File: src/rtl/spi_peripheral.sv
// spi_peripheral: SPI mode-0 responder for a fixed-width frame link.
// Oversamples cs_n/sclk/mosi in the i_clock domain, shifts MOSI into an RX
// register on SCLK rises, shifts a preloaded TX word out on MISO on SCLK
// falls, and closes the frame on the cs_n rise with either a one-cycle
// o_rx_valid strobe (exact bit count) or a one-cycle o_frame_error strobe.
// Optional build macro: SPI_PERIPHERAL_LOOPBACK_EN -- when defined, the TX
// register loads the last good received word at frame start instead of
// i_tx_data (link bring-up without host logic).
module spi_peripheral #(
  parameter int SPI_DATA_WIDTH = 32,
  parameter int SYNC_STAGES    = 2   // must be 2 or more
) (
  input  logic                      i_clock,
  input  logic                      i_reset_n,
  input  logic                      i_spi_cs_n,
  input  logic                      i_spi_clock,
  input  logic                      i_spi_mosi,
  output logic                      o_spi_miso,
  input  logic [SPI_DATA_WIDTH-1:0] i_tx_data,
  output logic                      o_tx_load,
  output logic [SPI_DATA_WIDTH-1:0] o_rx_data,
  output logic                      o_rx_valid,
  output logic                      o_frame_error
);

  // Counter must reach SPI_DATA_WIDTH+1 so over-long frames stay distinguishable.
  localparam int                CNT_W    = $clog2(SPI_DATA_WIDTH + 2);
  localparam logic [CNT_W-1:0]  CNT_FULL = CNT_W'(SPI_DATA_WIDTH);
  localparam logic [CNT_W-1:0]  CNT_SAT  = CNT_W'(SPI_DATA_WIDTH + 1);
  localparam logic [CNT_W-1:0]  CNT_ONE  = CNT_W'(1);

  typedef enum logic [1:0] {
    WAIT_IDLE = 2'd0,
    IDLE      = 2'd1,
    ACTIVE    = 2'd2
  } state_t;

  // Synchronizer chains; reset to 0 so a cs_n held low through reset release
  // never looks like a fresh frame start.
  logic [SYNC_STAGES-1:0] cs_sync_reg;
  logic [SYNC_STAGES-1:0] sclk_sync_reg;
  logic [SYNC_STAGES-1:0] mosi_sync_reg;
  logic                   cs_dly_reg;
  logic                   sclk_dly_reg;

  logic cs_last;
  logic sclk_last;
  logic mosi_last;
  logic cs_rise;
  logic cs_fall;
  logic sclk_rise;
  logic sclk_fall;

  state_t                    state_reg,       state_next;
  logic [SPI_DATA_WIDTH-1:0] rx_shift_reg,    rx_shift_next;
  logic [SPI_DATA_WIDTH-1:0] tx_shift_reg,    tx_shift_next;
  logic [CNT_W-1:0]          bit_cnt_reg,     bit_cnt_next;
  logic [SPI_DATA_WIDTH-1:0] rx_data_reg,     rx_data_next;
  logic                      rx_valid_reg,    rx_valid_next;
  logic                      frame_error_reg, frame_error_next;
  logic                      tx_load_reg,     tx_load_next;
  logic [SPI_DATA_WIDTH-1:0] load_word;

  // Pin synchronizers plus one-cycle delayed copies for edge detection.
  always_ff @(posedge i_clock or negedge i_reset_n) begin
    if (!i_reset_n) begin
      cs_sync_reg   <= '0;
      sclk_sync_reg <= '0;
      mosi_sync_reg <= '0;
      cs_dly_reg    <= 1'b0;
      sclk_dly_reg  <= 1'b0;
    end else begin
      cs_sync_reg   <= {cs_sync_reg[SYNC_STAGES-2:0],   i_spi_cs_n};
      sclk_sync_reg <= {sclk_sync_reg[SYNC_STAGES-2:0], i_spi_clock};
      mosi_sync_reg <= {mosi_sync_reg[SYNC_STAGES-2:0], i_spi_mosi};
      cs_dly_reg    <= cs_sync_reg[SYNC_STAGES-1];
      sclk_dly_reg  <= sclk_sync_reg[SYNC_STAGES-1];
    end
  end

  assign cs_last   = cs_sync_reg[SYNC_STAGES-1];
  assign sclk_last = sclk_sync_reg[SYNC_STAGES-1];
  assign mosi_last = mosi_sync_reg[SYNC_STAGES-1];
  assign cs_rise   =  cs_last   & ~cs_dly_reg;
  assign cs_fall   = ~cs_last   &  cs_dly_reg;
  assign sclk_rise =  sclk_last & ~sclk_dly_reg;
  assign sclk_fall = ~sclk_last &  sclk_dly_reg;

`ifdef SPI_PERIPHERAL_LOOPBACK_EN
  assign load_word = rx_data_reg;
`else
  assign load_word = i_tx_data;
`endif

  // FSM state, shift registers, counter and registered output strobes.
  always_ff @(posedge i_clock or negedge i_reset_n) begin
    if (!i_reset_n) begin
      state_reg       <= WAIT_IDLE;
      rx_shift_reg    <= '0;
      tx_shift_reg    <= '0;
      bit_cnt_reg     <= '0;
      rx_data_reg     <= '0;
      rx_valid_reg    <= 1'b0;
      frame_error_reg <= 1'b0;
      tx_load_reg     <= 1'b0;
    end else begin
      state_reg       <= state_next;
      rx_shift_reg    <= rx_shift_next;
      tx_shift_reg    <= tx_shift_next;
      bit_cnt_reg     <= bit_cnt_next;
      rx_data_reg     <= rx_data_next;
      rx_valid_reg    <= rx_valid_next;
      frame_error_reg <= frame_error_next;
      tx_load_reg     <= tx_load_next;
    end
  end

  // Next-state and datapath; an SCLK edge coinciding with the cs_n rise is
  // applied first so the close sees the final bit count and RX word.
  always_comb begin
    state_next       = state_reg;
    rx_shift_next    = rx_shift_reg;
    tx_shift_next    = tx_shift_reg;
    bit_cnt_next     = bit_cnt_reg;
    rx_data_next     = rx_data_reg;
    rx_valid_next    = 1'b0;
    frame_error_next = 1'b0;
    tx_load_next     = 1'b0;

    case (state_reg)
      WAIT_IDLE: begin
        if (cs_last) begin
          state_next = IDLE;
        end
      end

      IDLE: begin
        if (cs_fall) begin
          tx_shift_next = load_word;
          tx_load_next  = 1'b1;
          bit_cnt_next  = '0;
          state_next    = ACTIVE;
        end
      end

      ACTIVE: begin
        if (sclk_rise) begin
          rx_shift_next = {rx_shift_reg[SPI_DATA_WIDTH-2:0], mosi_last};
          if (bit_cnt_reg != CNT_SAT) begin
            bit_cnt_next = bit_cnt_reg + CNT_ONE;
          end
        end
        if (sclk_fall) begin
          tx_shift_next = {tx_shift_reg[SPI_DATA_WIDTH-2:0], 1'b0};
        end
        if (cs_rise) begin
          if (bit_cnt_next == CNT_FULL) begin
            rx_data_next  = rx_shift_next;
            rx_valid_next = 1'b1;
          end else begin
            frame_error_next = 1'b1;
          end
          state_next = IDLE;
        end
      end

      default: begin
        state_next = WAIT_IDLE;
      end
    endcase
  end

  assign o_spi_miso    = (state_reg == ACTIVE) ? tx_shift_reg[SPI_DATA_WIDTH-1] : 1'b0;
  assign o_tx_load     = tx_load_reg;
  assign o_rx_data     = rx_data_reg;
  assign o_rx_valid    = rx_valid_reg;
  assign o_frame_error = frame_error_reg;

endmodule

File: config.mk
export PLATFORM = sky130hd
export DESIGN_NAME = spi_peripheral
export DESIGN_NICKNAME = d
export VERILOG_FILES = /design/src/rtl/spi_peripheral.sv
export SDC_FILE = /design/constraint.sdc
export NUM_CORES = 1
export LEC_CHECK = 0
export ABC_CLOCK_PERIOD_IN_PS = 5700
export CAP_MARGIN = 10
export CORE_ASPECT_RATIO = 0.9
export CORE_UTILIZATION = 59
export DETAILED_ROUTE_END_ITERATION = 8
export GPL_TIMING_DRIVEN = 0
export PLACE_DENSITY = 0.89
export SYNTH_ARGS = -nofsm -noshare
export SYNTH_HDL_FRONTEND = slang
export SYNTH_SLANG_ARGS = --single-unit
export TNS_END_PERCENT = 5
File: constraint.sdc
create_clock -name i_clock -period 5.7 [get_ports i_clock]
set_clock_uncertainty 0.2 [all_clocks]
set_input_delay 0.855 -clock i_clock [delete_from_list [all_inputs] [get_ports i_clock]]
set_output_delay 0.855 -clock i_clock [all_outputs]
set_load 0.02 [all_outputs]
==> results of run 1 <==
per-layer routing:
| metal | routed length, µm | GRT usage |
|---|---|---|
| met1 | 4650 | 0.341 |
| met5 | 0 | 0 |
| met2 | 5780 | 0.450 |
| met3 | 501 | 0.0600 |
| met4 | 195 | 0.0966 |
synthesized netlist by cell type (4+ instances only):
cell,instances,share of area
dfrtp_1,115,0.55
nand2_1,130,0.094
a21oi_1,4,0.0039
mux2i_1,35,0.067
mux2_2,32,0.069
mux2_4,28,0.081
nor2_1,4,0.0029
o21ai_0,39,0.038
inv_1,7,0.0051
buf_1,5,0.0036
clkbuf_1,17,0.012
final cells by class:
| type | instances | area share |
|---|---|---|
| inverters | 7 | 0.00389 |
| well taps | 119 | 0.0221 |
| repair buffers | 73 | 0.110 |
| flip-flops and latches | 115 | 0.426 |
| plain buffers | 29 | 0.0206 |
| multi-input cells | 311 | 0.319 |
| clock buffers | 23 | 0.0721 |
| clock inverters | 9 | 0.0256 |
cells in the final DEF, fill, tap and decap left out, drive strengths merged, types with 2 or more instances in the layout:
master / Yosys / layout
mux2: 60 / 60
nand2b: 2 / 2
nor2b: 2 / 2
ha: 2 / 2
o31ai: 2 / 2
a21oi: 4 / 4
mux2i: 35 / 35
clkdlybuf4s50: 0 / 71
clkinv: 0 / 3
nor4bb: 2 / 2
o22ai: 2 / 2
a31oi: 2 / 2
buf: 12 / 14
o21ai: 39 / 39
and4: 2 / 2
nand4: 2 / 2
and2: 3 / 3
nand3: 2 / 2
a21o: 2 / 2
clkbuf: 17 / 40
inv: 7 / 7
xnor2: 2 / 2
nand2: 130 / 130
nor2: 4 / 4
bufinv: 0 / 5
dfrtp: 115 / 115
where the power goes:
group	internal, mW	leakage (nW)	switching [mW]
Clock	0.810	0.324	0.357
Sequential	0.920	1.53	0.0661
Combinational	0.100	1.39	0.125
critical path, stage by stage (launching register included):
cell and delay (ns):
dfrtp_1 0.42, nor2b_1 0.16, clkbuf_1 0.18, clkbuf_1 0.49
and2_1 0.20, clkdlybuf4s50_1 0.61
final timing paths:
check                                   to  slack [ns]
min                          o_rx_data[12]        0.15
min in group i_clock        cs_sync_reg[1]        0.15
max                             o_spi_miso        2.08
max reg2reg                   o_rx_data[4]        3.14
min reg2reg                 cs_sync_reg[1]        0.15
max in group asynchronous  rx_shift_reg[4]        4.40
stage by stage:
stage | setup WS [ns] | std cells
after global placement | -0.603 | 653
after global routing | 1.99 | 686
after floorplan | 3.38 | 462
after detailed placement | 2.65 | 654
after CTS | 2.09 | 686
final | 2.08 | 686
cell families (layout without fill, tap and decap cells):
| logic type | Yosys count | after routing | share of synthesized area |
|---|---|---|---|
| flops | 115 | 115 | 0.554 |
| fa+ha+maj | 2 | 2 | 0.00481 |
| simple gates | 152 | 152 | 0.121 |
| buf+inv | 36 | 141 | 0.0318 |
| compound gates | 59 | 59 | 0.0657 |
| xor+xnor | 3 | 3 | 0.00506 |
| mux | 95 | 95 | 0.218 |
==> metrics.md, run 1 <==
| Metric | Value |
|---|---|
| Status | `complete, no violations` |
| Register area share after synthesis | `0.554` |
| Clock Latency Late Sink | `about 0.51 ns` |
| Synthesized area per cell | `11.2 µm²` |
| Fill count | `521` |
| CP Class | `reg -> out` |
| Initial Utilization | `0.607` |
| Die ar. | `9190 µm²` |
| R2R Path Start | `bit_cnt_reg[1]` |
| Register area | `2880 µm²` |
| Post-CTS setup buffer count | `0` |
| Final wirelength | `11100 µm` |
| Finished Cell Area | `6750 µm²` |
| WL per Instance | `between 15 and 20 µm` |
| Worst-case reg-to-reg path depth | `7` |
| Die Height | `roughly 90 µm` |
| CTS sink cnt | `115` |
| Vias per cell | `5.48` |
| Hold-fix buffers, CTS | `0` |
| Worst Path Required | `4.64 ns` |
| Asr flop ratio synth | `1.00` |
| Port Buf Inserts | `72` |
| Routed Antenna Nets | `0` |
| Post-CTS sizing | `0` |
| Final #Nets | `593` |
| All-Layer GR Usage | `0.268` |
| Grt ovf | `0` |
| Power Dens Cells | `352 nW/µm²` |
| FP Rows | `32` |
| Setup TNS | `0 ns` |
| Largest fanout on the critical path | `10` |
| DRT Pass-1 Iters | `5` |
| Power, Total | `between 2 and 2.5 mW` |
| Worst ir drop on vdd | `0.241 mV` |
| Ys flop type | `dfrtp_1` |
| Period utilization | `0.634` |
| # IOs | `73` |
| Yosys warns | `0` |
| Syn Inst Count | `462` |
| 1st-iter DRT viols | `291` |
| Highest clock rate | `277 MHz` |
| Clock slew at reported path FFs | `0.05 ns` |
| Post-synth cell types | `40` |
| CTS Root Cell | `clkbuf_8` |
| Fin util | `0.788` |
| Post-route DRC | `0` |
| Synthesis-stage register bit count | `115` |
| Fin Hold WS | `between 0.15 and 0.2 ns` |
| Max-cap viol count | `0` |
| Placed Area | `6090 µm²` |
| RSZ-0062 raised after global routing | `no` |
| Worst setup EP type | `output pin` |
| Final Max Slew Viols | `0` |
| Num CTS Buffers | `17` |
| Max transition margin | `0.513` |
| Detailed-route via count | `3760` |
| Fin crit period | `3.62 ns` |
| Share of layout cells above drive strength 1 | `0.178` |
| Largest net degree at the start of global routing | `72` |
| CP startpoint | `state_reg[1]` |
| HP Class | `in -> async` |
| Clk buf depth | `2` |
| Mapped cell area | `5200 µm²` |
| Worst endpoint data arrival time | `2.56 ns` |
| Initial antenna violation count | `0` |
| Syn nets | `501` |
| Worst-margin pin slew | `0.731 ns` |
| Die Width | `101 µm` |
| Finish-stage setup viols | `0` |
| CP Launch Type | `register` |
| Vias in the first global route | `3882` |
| Lkg Pwr | `3.25 nW` |
| Antenna Cells | `0` |
| CTS tree | `yes` |
| Post-synth EDFFs | `0` |
| First-pass GRT wire length | `about 19000 µm` |
| H-tree lvl count | `4` |
| Detailed placer's ending HPWL | `6670 µm` |
| Area of the multi-input gates | `2150 µm²` |
| Core box area | `roughly 8600 µm²` |
| Area grow syn2layout | `29.9%` |
| GP Congestion | `0.763` |
| Hold Vio Cnt, Final | `0` |
No activity file was read; power rests on OpenSTA's default activity.
==> run 2, diff against run 1 <==
--- a/config.mk
+++ b/config.mk
@@ -5,13 +5,13 @@
 export SDC_FILE = /design/constraint.sdc
 export NUM_CORES = 1
 export LEC_CHECK = 0
-export ABC_CLOCK_PERIOD_IN_PS = 5700
+export ABC_CLOCK_PERIOD_IN_PS = 3650
 export CAP_MARGIN = 10
 export CORE_ASPECT_RATIO = 0.9
-export CORE_UTILIZATION = 59
+export CORE_UTILIZATION = 55
 export DETAILED_ROUTE_END_ITERATION = 8
 export GPL_TIMING_DRIVEN = 0
-export PLACE_DENSITY = 0.89
+export PLACE_DENSITY = 0.84
 export SYNTH_ARGS = -nofsm -noshare
 export SYNTH_HDL_FRONTEND = slang
 export SYNTH_SLANG_ARGS = --single-unit
==> constraint.sdc (replaced) <==
create_clock -name i_clock -period 3.65 [get_ports i_clock]
set_clock_uncertainty 0.2 [all_clocks]
set_input_delay 0.5475 -clock i_clock [delete_from_list [all_inputs] [get_ports i_clock]]
set_output_delay 0.5475 -clock i_clock [all_outputs]
set_load 0.02 [all_outputs]
==> run 2 against run 1 <==
Cell area fell by 0.13%; clock power increased by 52%; worst setup slack got worse by 1.7 ns; core utilization fell by 4.9 points; register-to-register slack worse by 2.0 ns.
==> metrics.md, run 2 (synthesis gave the netlist of run 1 again) <==
| Metric | Value |
|---|---|
| Area grow syn2layout | `29.7% (was 29.9%)` |
| Vias per cell | `5.34 (was 5.48)` |
| Post-route DRC | `0 (unchanged)` |
| HP Class | `reg -> reg (was in -> async)` |
| First-pass GRT wire length | `17900 µm (was 18900 µm)` |
| Grt ovf | `0 (unchanged)` |
| DRT Pass-1 Iters | `4 (was 5)` |
| CP startpoint | `state_reg[0] (was state_reg[1])` |
| Most common cell after layout, fill and taps aside | `nand2_1 (unchanged)` |
| Most frequent cells in the layout | `130 x nand2_1, 115 x dfrtp_1, 71 x clkdlybuf4s50_1 (unchanged)` |
| Detailed placer's ending HPWL | `6560 µm (was 6670 µm)` |
| Finish-stage setup viols | `0 (unchanged)` |
| Fill count | `611 (was 521)` |
| All-Layer GR Usage | `0.233 (was 0.268)` |
| Die Height | `94.2 µm (was 91.0 µm)` |
| Hold Vio Cnt, Final | `0 (unchanged)` |
| R2r setup slk | `1.10 ns (was 3.14 ns)` |
| GP Congestion | `0.776 (was 0.763)` |
| Hold wc startpoint | `cs_sync_reg[0]` |
| RSZ-0062 raised after global routing | `no (unchanged)` |
| Antenna Cells | `0 (unchanged)` |
| Share of layout cells above drive strength 1 | `0.178 (unchanged)` |
| Lkg Pwr | `3.23 nW (was 3.25 nW)` |
| Vias in the first global route | `3837 (was 3882)` |
| Period utilization | `0.908` |
| FP Rows | `33 (was 32)` |
| Port Buf Inserts | `72 (unchanged)` |
| Clock slew at reported path FFs | `0.06 ns (was 0.05 ns)` |
| CP Class | `reg -> out (unchanged)` |
| Core box area | `9130 µm² (was 8570 µm²)` |
| Register area | `2880 µm² (unchanged)` |
| 1st-iter DRT viols | `171 (was 291)` |
| Worst-margin pin slew | `0.731 ns (about the same)` |
| Final #Nets | `594 (was 593)` |
| Initial antenna violation count | `0 (unchanged)` |
| Setup TNS | `0 ns (unchanged)` |
| Final wirelength | `10400 µm (was 11100 µm)` |
| Area of the multi-input gates | `2150 µm² (unchanged)` |
| Detailed-route via count | `3676 (was 3760)` |
| Dpl cells | `657 (was 654)` |
| H-tree lvl count | `4 (unchanged)` |
| # IOs | `73 (unchanged)` |
| Num CTS Buffers | `17 (unchanged)` |
| Power, Total | `3.67 mW (was 2.38 mW)` |
| CTS Root Cell | `clkbuf_8 (unchanged)` |
| Final Max Slew Viols | `0 (unchanged)` |
| Worst ir drop on vdd | `0.437 mV (was 0.241 mV)` |
| Power Dens Cells | `544 nW/µm² (was 352 nW/µm²)` |
| Die ar. | `9840 µm² (was 9190 µm²)` |
| Clock Latency Late Sink | `0.51 ns (about the same)` |
| Fin Hold WS | `0.147 ns (was 0.151 ns)` |
| Worst Path Required | `2.90 ns (was 4.64 ns)` |
| Worst setup EP type | `output pin (unchanged)` |
| Clk buf depth | `2 (unchanged)` |
| WL per Instance | `15.1 µm (was 16.2 µm)` |
| Routed Antenna Nets | `0 (unchanged)` |
| Status | `complete, no violations (unchanged)` |
| Largest net degree at the start of global routing | `60 (was 72)` |
| Highest clock rate | `302 MHz` |
| Max-cap viol count | `0 (unchanged)` |
| Post-CTS sizing | `0 (unchanged)` |
| R2R Path Start | `bit_cnt_reg[1] (unchanged)` |
| Initial Utilization | `0.570 (was 0.607)` |
| CP Launch Type | `register (unchanged)` |
| Final instance count without filler cells | `689 (was 686)` |
| Worst endpoint data arrival time | `2.57 ns (was 2.56 ns)` |
| Fin crit period | `3.32 ns` |
| Max transition margin | `0.513 (about the same)` |
| Die Width | `104 µm (was 101 µm)` |
| CTS tree | `yes (unchanged)` |
| CTS sink cnt | `115 (unchanged)` |
| Largest fanout on the critical path | `10 (unchanged)` |
[run 2: changes by cell type in the layout (fill, tap and decap cells not counted)]
cell / previous run / this run
dlygate4sd3_1: 0 / 1
clkbuf_8: 6 / 2
clkbuf_1: 18 / 17
clkinvlp_4: 1 / 3
clkinv_2: 3 / 2
clkinv_4: 0 / 3
[run 2: final cells by class]
type                       count  area share
clock inverter                13      0.0310
timing repair buffer          74       0.112
sequential                   115       0.427
buffer                        29      0.0206
inverter                       7     0.00390
clock buffer                  18      0.0635
multi-input combinational    311       0.320
tap                          122      0.0226
[run 2: timing repair]
item / 4_1_cts / 5_1_grt
setup buffers: 0 / 0
hold endpoints to repair: 56 / 0
hold buffers: 1 / 0
setup endpoints to repair: 0 / 0
[run 2: critical path, stage by stage, from the launching register on]
cell,delay (ns)
dfrtp_1,0.42
nor2b_1,0.13
clkbuf_1,0.19
clkbuf_1,0.48
and2_1,0.24
clkdlybuf4s50_1,0.61
[run 2: worst paths after layout]
check                                        to  depth (start not counted)
worst max-delay path                 o_spi_miso                          5
worst min-delay path             cs_sync_reg[1]                          0
worst max register to register     o_rx_data[4]                          7
worst min register to register   cs_sync_reg[1]                          0
max in group asynchronous       rx_shift_reg[2]                          3
min in group asynchronous         o_rx_data[28]                          2
[run 2: routing by layer]
metal / wire (µm) / up-vias / GRT usage / share of wire
li1: - / 1760 / - / -
met1: 4440 / 1813 / 0.272 / 0.43
met2: 5380 / 93 / 0.413 / 0.52
met3: 495 / 10 / 0.0638 / 0.048
met4: 78 / 0 / 0.0821 / 0.0075
met5: 0 / - / 0 / 0
[run 2: metrics by stage]
| stage | worst slack (ns) | cell area, µm² | utilization |
|---|---|---|---|
| final | 0.334 | 6740 | 0.739 |
| after global routing | 0.196 | 6740 | 0.739 |
| after CTS | 0.328 | 6740 | 0.739 |
| after detailed placement | 0.912 | 6100 | 0.668 |
| after global placement | -2.36 | 6070 | 0.665 |
| after floorplan | 1.39 | 5200 | - |
[run 2: where the power goes]
group	switching (mW)	internal, mW
clock	0.593	1.19
combinational	0.192	0.157
sequential	0.100	1.44
